`config.mk`:
```
export PLATFORM = sky130hd
export DESIGN_NAME = fsm_inic_ram_param
export DESIGN_NICKNAME = d
export VERILOG_FILES = /design/src/rtl/fsm_inic_ram_param_pkg.sv /design/src/rtl/fsm_inic_ram_param_addr_pipe.sv /design/src/rtl/fsm_inic_ram_param.sv
export SDC_FILE = /design/constraint.sdc
export NUM_CORES = 1
export LEC_CHECK = 0
export ABC_AREA = 1
export CORE_MARGIN = 1.5
export CORE_UTILIZATION = 49
export DETAILED_ROUTE_END_ITERATION = 12
export GPL_TIMING_DRIVEN = 0
export PLACE_DENSITY = 0.85
export SLEW_MARGIN = 15
export SYNTH_ARGS = -nofsm -noshare
export SYNTH_HDL_FRONTEND = slang
export SYNTH_SLANG_ARGS = --single-unit
```
`constraint.sdc`:
```
create_clock -name clk -period 2.85 [get_ports clk]
set_clock_uncertainty 0.05 [all_clocks]
set_input_delay 0.57 -clock clk [delete_from_list [all_inputs] [get_ports clk]]
set_output_delay 0.57 -clock clk [all_outputs]
set_load 0.005 [all_outputs]
```
`src/rtl/fsm_inic_ram_param_pkg.sv`:
```
// Shared types and defaults for the RAM-initialisation sequencer.
// Defaults match the RTC register map.
package fsm_inic_ram_param_pkg;

    typedef enum logic [1:0] {
        IDLE   = 2'd0,
        WRITE  = 2'd1,
        VERIFY = 2'd2,
        DONE   = 2'd3
    } state_e;

    localparam logic MODE_COPY = 1'b0;
    localparam logic MODE_FILL = 1'b1;

    localparam int DEF_DEPTH  = 32;
    localparam int DEF_ADDR_W = 5;
    localparam int DEF_DATA_W = 8;

endpackage

```
`src/rtl/fsm_inic_ram_param_addr_pipe.sv`:
```
// Issue counter plus one-stage valid/address delay.
// Shared by the write and verify phases.
module init_addr_pipe #(
    parameter int ADDR_W = 5,
    parameter int CNT_W  = ADDR_W + 1
) (
    input  logic              clk,
    input  logic              rst_n,
    input  logic              clr,
    input  logic              issue,
    output logic [CNT_W-1:0]  cnt,
    output logic              vld,
    output logic [ADDR_W-1:0] addr
);

    logic [CNT_W-1:0]  cnt_q, cnt_d;
    logic              vld_q, vld_d;
    logic [ADDR_W-1:0] addr_q, addr_d;

    always_comb begin
        cnt_d  = cnt_q;
        vld_d  = issue & ~clr;
        addr_d = addr_q;
        if (clr) begin
            cnt_d = '0;
        end else if (issue) begin
            cnt_d  = cnt_q + CNT_W'(1);
            addr_d = cnt_q[ADDR_W-1:0];
        end
    end

    always_ff @(posedge clk or negedge rst_n) begin
        if (!rst_n) begin
            cnt_q  <= '0;
            vld_q  <= 1'b0;
            addr_q <= '0;
        end else begin
            cnt_q  <= cnt_d;
            vld_q  <= vld_d;
            addr_q <= addr_d;
        end
    end

    assign cnt  = cnt_q;
    assign vld  = vld_q;
    assign addr = addr_q;

endmodule

```
`src/rtl/fsm_inic_ram_param.sv`:
```
// RAM-initialisation sequencer: copy ROM or fill constant,
// with optional readback verify reporting the first bad address.
module fsm_inic_ram_param
    import fsm_inic_ram_param_pkg::*;
#(
    parameter int DEPTH     = DEF_DEPTH,
    parameter int ADDR_W    = DEF_ADDR_W,
    parameter int DATA_W    = DEF_DATA_W,
    parameter int VERIFY_EN = 1
) (
    input  logic              clk,
    input  logic              reset,
    input  logic              start,
    input  logic              mode,
    input  logic              verify,
    input  logic [DATA_W-1:0] fill_value,
    output logic              rom_en,
    output logic [ADDR_W-1:0] rom_addr,
    input  logic [DATA_W-1:0] rom_data,
    output logic              ram_we,
    output logic              ram_re,
    output logic [ADDR_W-1:0] ram_addr,
    output logic [DATA_W-1:0] ram_wdata,
    input  logic [DATA_W-1:0] ram_rdata,
    output logic              busy,
    output logic              done,
    output logic              err,
    output logic [ADDR_W-1:0] err_addr
);

    localparam int CNT_W = ADDR_W + 1;
    localparam logic [CNT_W-1:0] LAST = CNT_W'(DEPTH);

    state_e            state_q, state_d;
    logic              mode_q, mode_d;
    logic              verify_q, verify_d;
    logic [DATA_W-1:0] fill_q, fill_d;
    logic              err_q, err_d;
    logic [ADDR_W-1:0] err_addr_q, err_addr_d;

    logic              clr, issue, more, vld;
    logic [CNT_W-1:0]  cnt;
    logic [ADDR_W-1:0] pipe_addr, cur_addr;
    logic [DATA_W-1:0] ref_data;

    init_addr_pipe #(
        .ADDR_W (ADDR_W),
        .CNT_W  (CNT_W)
    ) u_pipe (
        .clk   (clk),
        .rst_n (reset),
        .clr   (clr),
        .issue (issue),
        .cnt   (cnt),
        .vld   (vld),
        .addr  (pipe_addr)
    );

    assign more     = cnt < LAST;
    assign cur_addr = cnt[ADDR_W-1:0];
    assign ref_data = (mode_q == MODE_FILL) ? fill_q : rom_data;

    always_comb begin
        state_d    = state_q;
        mode_d     = mode_q;
        verify_d   = verify_q;
        fill_d     = fill_q;
        err_d      = err_q;
        err_addr_d = err_addr_q;
        clr        = 1'b0;
        issue      = 1'b0;
        rom_en     = 1'b0;
        rom_addr   = '0;
        ram_we     = 1'b0;
        ram_re     = 1'b0;
        ram_addr   = '0;
        ram_wdata  = '0;
        busy       = (state_q != IDLE);
        done       = 1'b0;
        unique case (state_q)
            IDLE: begin
                clr = 1'b1;
                if (start) begin
                    state_d    = WRITE;
                    mode_d     = mode;
                    verify_d   = verify;
                    fill_d     = fill_value;
                    err_d      = 1'b0;
                    err_addr_d = '0;
                end
            end
            WRITE: begin
                issue = more;
                if (more) begin
                    rom_en   = (mode_q == MODE_COPY);
                    rom_addr = cur_addr;
                end
                if (vld) begin
                    ram_we    = 1'b1;
                    ram_addr  = pipe_addr;
                    ram_wdata = ref_data;
                end
                if (vld && !more) begin
                    if (VERIFY_EN != 0 && verify_q) begin
                        state_d = VERIFY;
                        clr     = 1'b1;
                    end else begin
                        state_d = DONE;
                    end
                end
            end
            VERIFY: begin
                issue = more;
                if (more) begin
                    ram_re   = 1'b1;
                    ram_addr = cur_addr;
                    rom_en   = (mode_q == MODE_COPY);
                    rom_addr = cur_addr;
                end
                // Any read still in flight after a mismatch is dropped in DONE
                if (vld) begin
                    if (ram_rdata != ref_data) begin
                        err_d      = 1'b1;
                        err_addr_d = pipe_addr;
                        state_d    = DONE;
                    end else if (!more) begin
                        state_d = DONE;
                    end
                end
            end
            DONE: begin
                done    = 1'b1;
                state_d = IDLE;
            end
        endcase
    end

    always_ff @(posedge clk or negedge reset) begin
        if (!reset) begin
            state_q    <= IDLE;
            mode_q     <= MODE_COPY;
            verify_q   <= 1'b0;
            fill_q     <= '0;
            err_q      <= 1'b0;
            err_addr_q <= '0;
        end else begin
            state_q    <= state_d;
            mode_q     <= mode_d;
            verify_q   <= verify_d;
            fill_q     <= fill_d;
            err_q      <= err_d;
            err_addr_q <= err_addr_d;
        end
    end

    assign err      = err_q;
    assign err_addr = err_addr_q;

endmodule

```
# Yosys cells after proc, flatten, opt, wreduce, memory -nomap -nowiden
# Cells that the tools add are included.
dict set report word_totals {
  register_bits 30
  input_bits 29
  out_inout_bits 29
  elab_cells 69
}
dict set report op_classes {
  n_addsub 1
  order_cmp 1
  n_eq_ne 9
  muxes 35
  bitwise 3
  n_reduce_logical 11
}
# op count
set op_table {}
lappend op_table {{$mux W5} 6}
lappend op_table {{$mux W8} 3}
lappend op_table {{$pmux W5 S2} 2}
lappend op_table {{$mux W1} 14}
lappend op_table {{$mux W6} 2}
lappend op_table {{$mux W2} 5}
lappend op_table {{$ne A8 B8 Y1} 1}
lappend op_table {{$pmux W2 S4} 1}
lappend op_table {{$reduce_and A4 Y1} 2}
lappend op_table {{$add A6 B1 Y6 const B} 1}
lappend op_table {{$lt A6 B6 Y1 const B} 1}
lappend op_table {{$ne A2 B2 Y1 const B} 3}
lappend op_table {{$reduce_bool A2 Y1} 3}
lappend op_table {{$eq A2 B2 Y1 const B} 2}
lappend op_table {{$pmux W1 S2} 2}
lappend op_table {{$reduce_and A2 Y1} 2}
lappend op_table {{$ne A3 B3 Y1 const B} 1}
lappend op_table {{$eq A2 B1 Y1 const B} 1}
lappend op_table {{$logic_not A2 Y1} 1}
lappend op_table {{$ne A2 B1 Y1 const B} 1}
lappend op_table {{$not A1 Y1} 2}
lappend op_table {{$reduce_or A2 Y1} 1}
lappend op_table {{$and A1 B1 Y1} 1}
lappend op_table {{$logic_and A1 B1 Y1} 1}
lappend op_table {{$logic_not A1 Y1} 1}

# Depth between registers and ports, before layout
dict set report logic_depth {
  depth_word 7
  ltp_mapped 11
  depth_no_buf 11
}

# Hierarchy
# From an unflattened synthesis, not the netlist that was laid out.
dict set report unflattened {
  cells_unflattened 240
  area_unflattened_um2 1846.8
}
# module n_inst cells_per_inst area_each_um2 seq_area_each_um2
set by_module_without_submodules {}
lappend by_module_without_submodules {fsm_inic_ram_param 1 182 1321.3 450.4}
lappend by_module_without_submodules {init_addr_pipe 1 58 525.5 300.3}

# Worst setup path before layout
# Ideal clock, no wire load.
dict set report synth_path {
  path_type {register to output}
  startpoint {register state_q[0]}
  endpoint {output ram_addr[1]}
  arrival_time_ns 1.402
  t_required_ns 2.230
  slack_ns 0.828
  path_stages_with_launch 7
  n_path_buf 1
  cell_sequence {dfrtp_1 > inv_1 > ha_1 > buf_2 > nand2_1 > nor2_1 > a32o_1}
}
dict set report synth_between {
  elab_chain_cells 2
  word_cells_on_any_way 3
  classes_between {2 x eq/ne; 1 x mux}
}
# element line_no
set synth_rtl {}
lappend synth_rtl {{from (decl)} fsm_inic_ram_param.sv:34} ;# state_e state_q, state_d;
lappend synth_rtl {{from (signal assigned)} fsm_inic_ram_param.sv:147} ;# state_q <= state_d;
lappend synth_rtl {{$eq A2 B2 Y1 or $eq A2 B1 Y1 (tied branches)} fsm_inic_ram_param.sv:80} ;# unique case (state_q)
lappend synth_rtl {{$pmux W5 S2 *} fsm_inic_ram_param.sv:80}
lappend synth_rtl {{to (decl)} fsm_inic_ram_param.sv:22} ;# output logic [ADDR_W-1:0] ram_addr,
# Every way passes the cells marked *; elsewhere a longest branch is shown, timed or not.

# Worst setup path after layout
# Ends and elaborated chain as after synthesis.

==> impl_summary.log <==
[metrics] area of the die: 0.00391 mm^2
[metrics] vias after detailed routing: 1759
[metrics] Slew Viols, Final: 0
[metrics] setup_tns: 0 ns
[metrics] total gr overflow: 0
[metrics] post-detailed-routing wire length: 4670 um
[metrics] level count of the clock H-tree: 2
[metrics] Final Instance Area: around 0.0025 mm^2
[metrics] vias in the first global route: 1675
[metrics] Cell Rows: 21
[metrics] leading cell types by total area after synthesis: sky130_fd_sc_hd__dfrtp_1 43%, sky130_fd_sc_hd__nand2_1 16%, sky130_fd_sc_hd__mux2_2 5.2%
[metrics] worst setup path category: register to output port
[metrics] share of the yosys chip area belonging to registers: 0.433
[metrics] number of buffers created by CTS: 5
[metrics] count of clock tree sinks: 30
[metrics] top achievable clock speed: ~360 MHz
[metrics] average size of a mapped cell: 7.88 um^2
[metrics] CP Launch Type: register
[metrics] setup slack of the worst register-to-register path: about 0.97 ns
[metrics] Power per Cell Area: 955 mW/mm^2
[metrics] setup violation total in the final timing report: 0
[metrics] net count of the mapped netlist: 254
[metrics] worst skew pair latency: roughly 0.35 ns
[metrics] diodes inserted: 0
[metrics] Global Route Usage Sum: 0.248
[metrics] number of different library cells in the post-synthesis netlist: 27
[metrics] HPWL Detailed: 3340 um
[metrics] class of the tightest hold or removal check: primary input to async pin
[metrics] actual transition at the worst max-transition pin: 0.674 ns
[metrics] Clock Pin Slew Worst Setup and Hold Paths: 0.11 ns
[metrics] Synthesis Warnings: 0
[metrics] buffer levels on the longest clock path: 2
[metrics] residual antenna-violating net count after detailed routing: 0
[metrics] fin util: 0.753
[metrics] total iterations of the first detailed-routing run: 4
[metrics] cell at the root of the clock tree: sky130_fd_sc_hd__clkbuf_4
[metrics] Worst setup EP type: output port
[metrics] Overall Power: around 2.4 mW
[metrics] die extent in y: 62.5 um
[metrics] Setup WS pre-CTS: approximately 0.19 ns
[metrics] final worst slack: 0.102 ns
[metrics] Final GP Congestion: 0.880
[metrics] antenna violations before repair: 0
[metrics] status: finished, final reports clean
[metrics] relative slew slack: 0.550
[metrics] Hold Violations, Final: 0
[metrics] total of flip-flops plus latches after synthesis: 30
[metrics] proportion of layout cells with a drive suffix above 1: 0.149
[metrics] TritonCTS clock tree: yes
[metrics] arrival time of data at the critical path endpoint: 2.13 ns
[metrics] largest area contributor in the synthesized netlist: sky130_fd_sc_hd__dfrtp_1
[metrics] static leakage: 1.20 nW
[metrics] fraction of synthesized cell area taken by the top area cell type: 0.433
[metrics] signed area change from the synthesized netlist to the final layout: 46.0%
[metrics] maximum fanout along the worst path: 9
[metrics] wire length of the first global-routing pass: 7670 um
[metrics] post-detailed-route DRC marker count: 0
[metrics] DP Area: 0.00236 mm^2
[metrics] Top-Level Pins: a little under 60
[metrics] Filler cells: 274
[metrics] DIE WIDTH: 62.5 um
[metrics] maximum vdd drop: roughly 0.9 mV
[metrics] DR iter-0 viols: 57
[metrics] Max-cap violations: 0
[metrics] data required time of the worst path: around 2.2 ns
[metrics] largest net degree at the start of global routing: 31
[metrics] number of cells produced by synthesis: 220
[metrics] Std-Cell Core Area: 0.00336 mm^2
[metrics] effective utilization at floorplan: 0.516
[metrics] detail-routed net length per standard cell: 14.0 um
[metrics] port buffer count: 57
[metrics] cell area after synthesis: approximately 0.0017 mm^2
[metrics] highest-count cells in the layout ignoring fill and taps: 73 x sky130_fd_sc_hd__nand2_1, 55 x sky130_fd_sc_hd__clkdlybuf4s50_1, 29 x sky130_fd_sc_hd__dfrtp_1
[metrics] commonest non-fill, non-tap cell in the layout: sky130_fd_sc_hd__nand2_1
[metrics] final worst-path cycle share: 0.964
[metrics] number of nets at the end of the flow: 321
[metrics] average vias per placed instance: about 5.3
[metrics] Final Critical Period: 2.75 ns
==> stage by stage <==
step                cells  hold slack [ns]
floorplan             220            0.224
global placement      323            0.407
detailed placement    323            0.422
CTS                   331            0.214
global route          334            0.243
finish                334            0.195
==> final timing paths <==
kind | from | endpoint | cells after the start
worst max-delay path | state_q[0]$_DFFE_PN0P_ | ram_addr[1] | 7
worst min-delay path | reset | u_pipe.cnt[4]$_DFFE_PN0P_ | 1
worst max register to register | state_q[0]$_DFFE_PN0P_ | u_pipe.addr[1]$_DFFE_PN0P_ | 10
worst min register to register | err$_DFFE_PN0P_ | err$_DFFE_PN0P_ | 2
max in group asynchronous | reset | state_q[1]$_DFFE_PN0P_ | 1
min in group clk | err$_DFFE_PN0P_ | err$_DFFE_PN0P_ | 2
==> logic make-up (layout without fill, tap and decap cells) <==
| group | count (synthesis) | in the layout | synth area share |
|---|---|---|---|
| and+or+nand+nor | 119 | 119 | 0.305 |
| adders and majority gates | 5 | 5 | 0.0361 |
| muxes | 8 | 8 | 0.0520 |
| AOI/OAI and AO/OA | 30 | 30 | 0.109 |
| buffers and inverters | 28 | 96 | 0.0649 |
| DFF | 30 | 30 | 0.433 |
==> sequential cells by signal, indices dropped and copies added, names as in the netlist <==
name         cells
err              1
u_pipe.cnt       6
u_pipe.vld       1
verify_q         1
u_pipe.addr      5
mode_q           1
err_addr         5
state_q          2
fill_q           8
==> layer usage <==
| layer | vias to the layer above | wire, um | part of all wire | global-route usage |
|---|---|---|---|---|
| li1 | 863 | - | - | - |
| met1 | 827 | 2080 | 0.45 | 0.318 |
| met2 | 62 | 2280 | 0.49 | 0.423 |
| met3 | 7 | 241 | 0.052 | 0.0396 |
| met4 | 0 | 66 | 0.014 | 0.0917 |
| met5 | - | 0 | 0 | 0 |
==> layout make-up <==
| class | instances | area (um^2) | share of cell area |
|---|---|---|---|
| Buffer | 4 | 27.5 | 0.0109 |
| Clock buffer | 6 | 51.3 | 0.0203 |
| Tap cell | 46 | 57.6 | 0.0227 |
| Inverter | 24 | 92.6 | 0.0366 |
| Timing Repair Buffer | 60 | 591 | 0.233 |
| Clock inverter | 2 | 60.1 | 0.0237 |
| Multi-Input combinational cell | 162 | 900 | 0.355 |
| Sequential cell | 30 | 752 | 0.297 |
==> what timing repair did <==
item,in CTS,in global routing
endpoints found under the setup margin,8,5
hold buffers,0,0
gates resized for setup,7,9
setup buffers,0,3
==> worst max-delay path: stages (launching register included) <==
cell and delay (ns):
sky130_fd_sc_hd__dfrtp_1 0.41, sky130_fd_sc_hd__inv_2 0.08, sky130_fd_sc_hd__ha_1 0.28, sky130_fd_sc_hd__buf_4 0.16, sky130_fd_sc_hd__nand2_4 0.11, sky130_fd_sc_hd__nor2_2 0.12
sky130_fd_sc_hd__a32o_1 0.14, sky130_fd_sc_hd__clkdlybuf4s50_1 0.50
==> power by group <==
group / internal [mW] / leakage, nW / total (mW) / switching, mW
combinational: 0.550 / 0.753 / 1.28 / 0.730
sequential: 0.571 / 0.384 / 0.678 / 0.107
clock: 0.297 / 0.0585 / 0.460 / 0.163
total: 1.42 / 1.20 / 2.42 / 1.00
==> Yosys cell counts, drive strengths merged <==
cell	instances
nand2	76
dfrtp	30
inv	23
a21oi	15
nor2	13
nand3	12
mux2	8
o21ai	7
nand3b	6
nand4	6
ha	5
buf	4
o22ai	4
nor3	3
a32o	2
a31oi	1
and3	1
clkinv	1
nor3b	1
nor4	1
o311ai	1
Power figures use the tool's default switching activity.
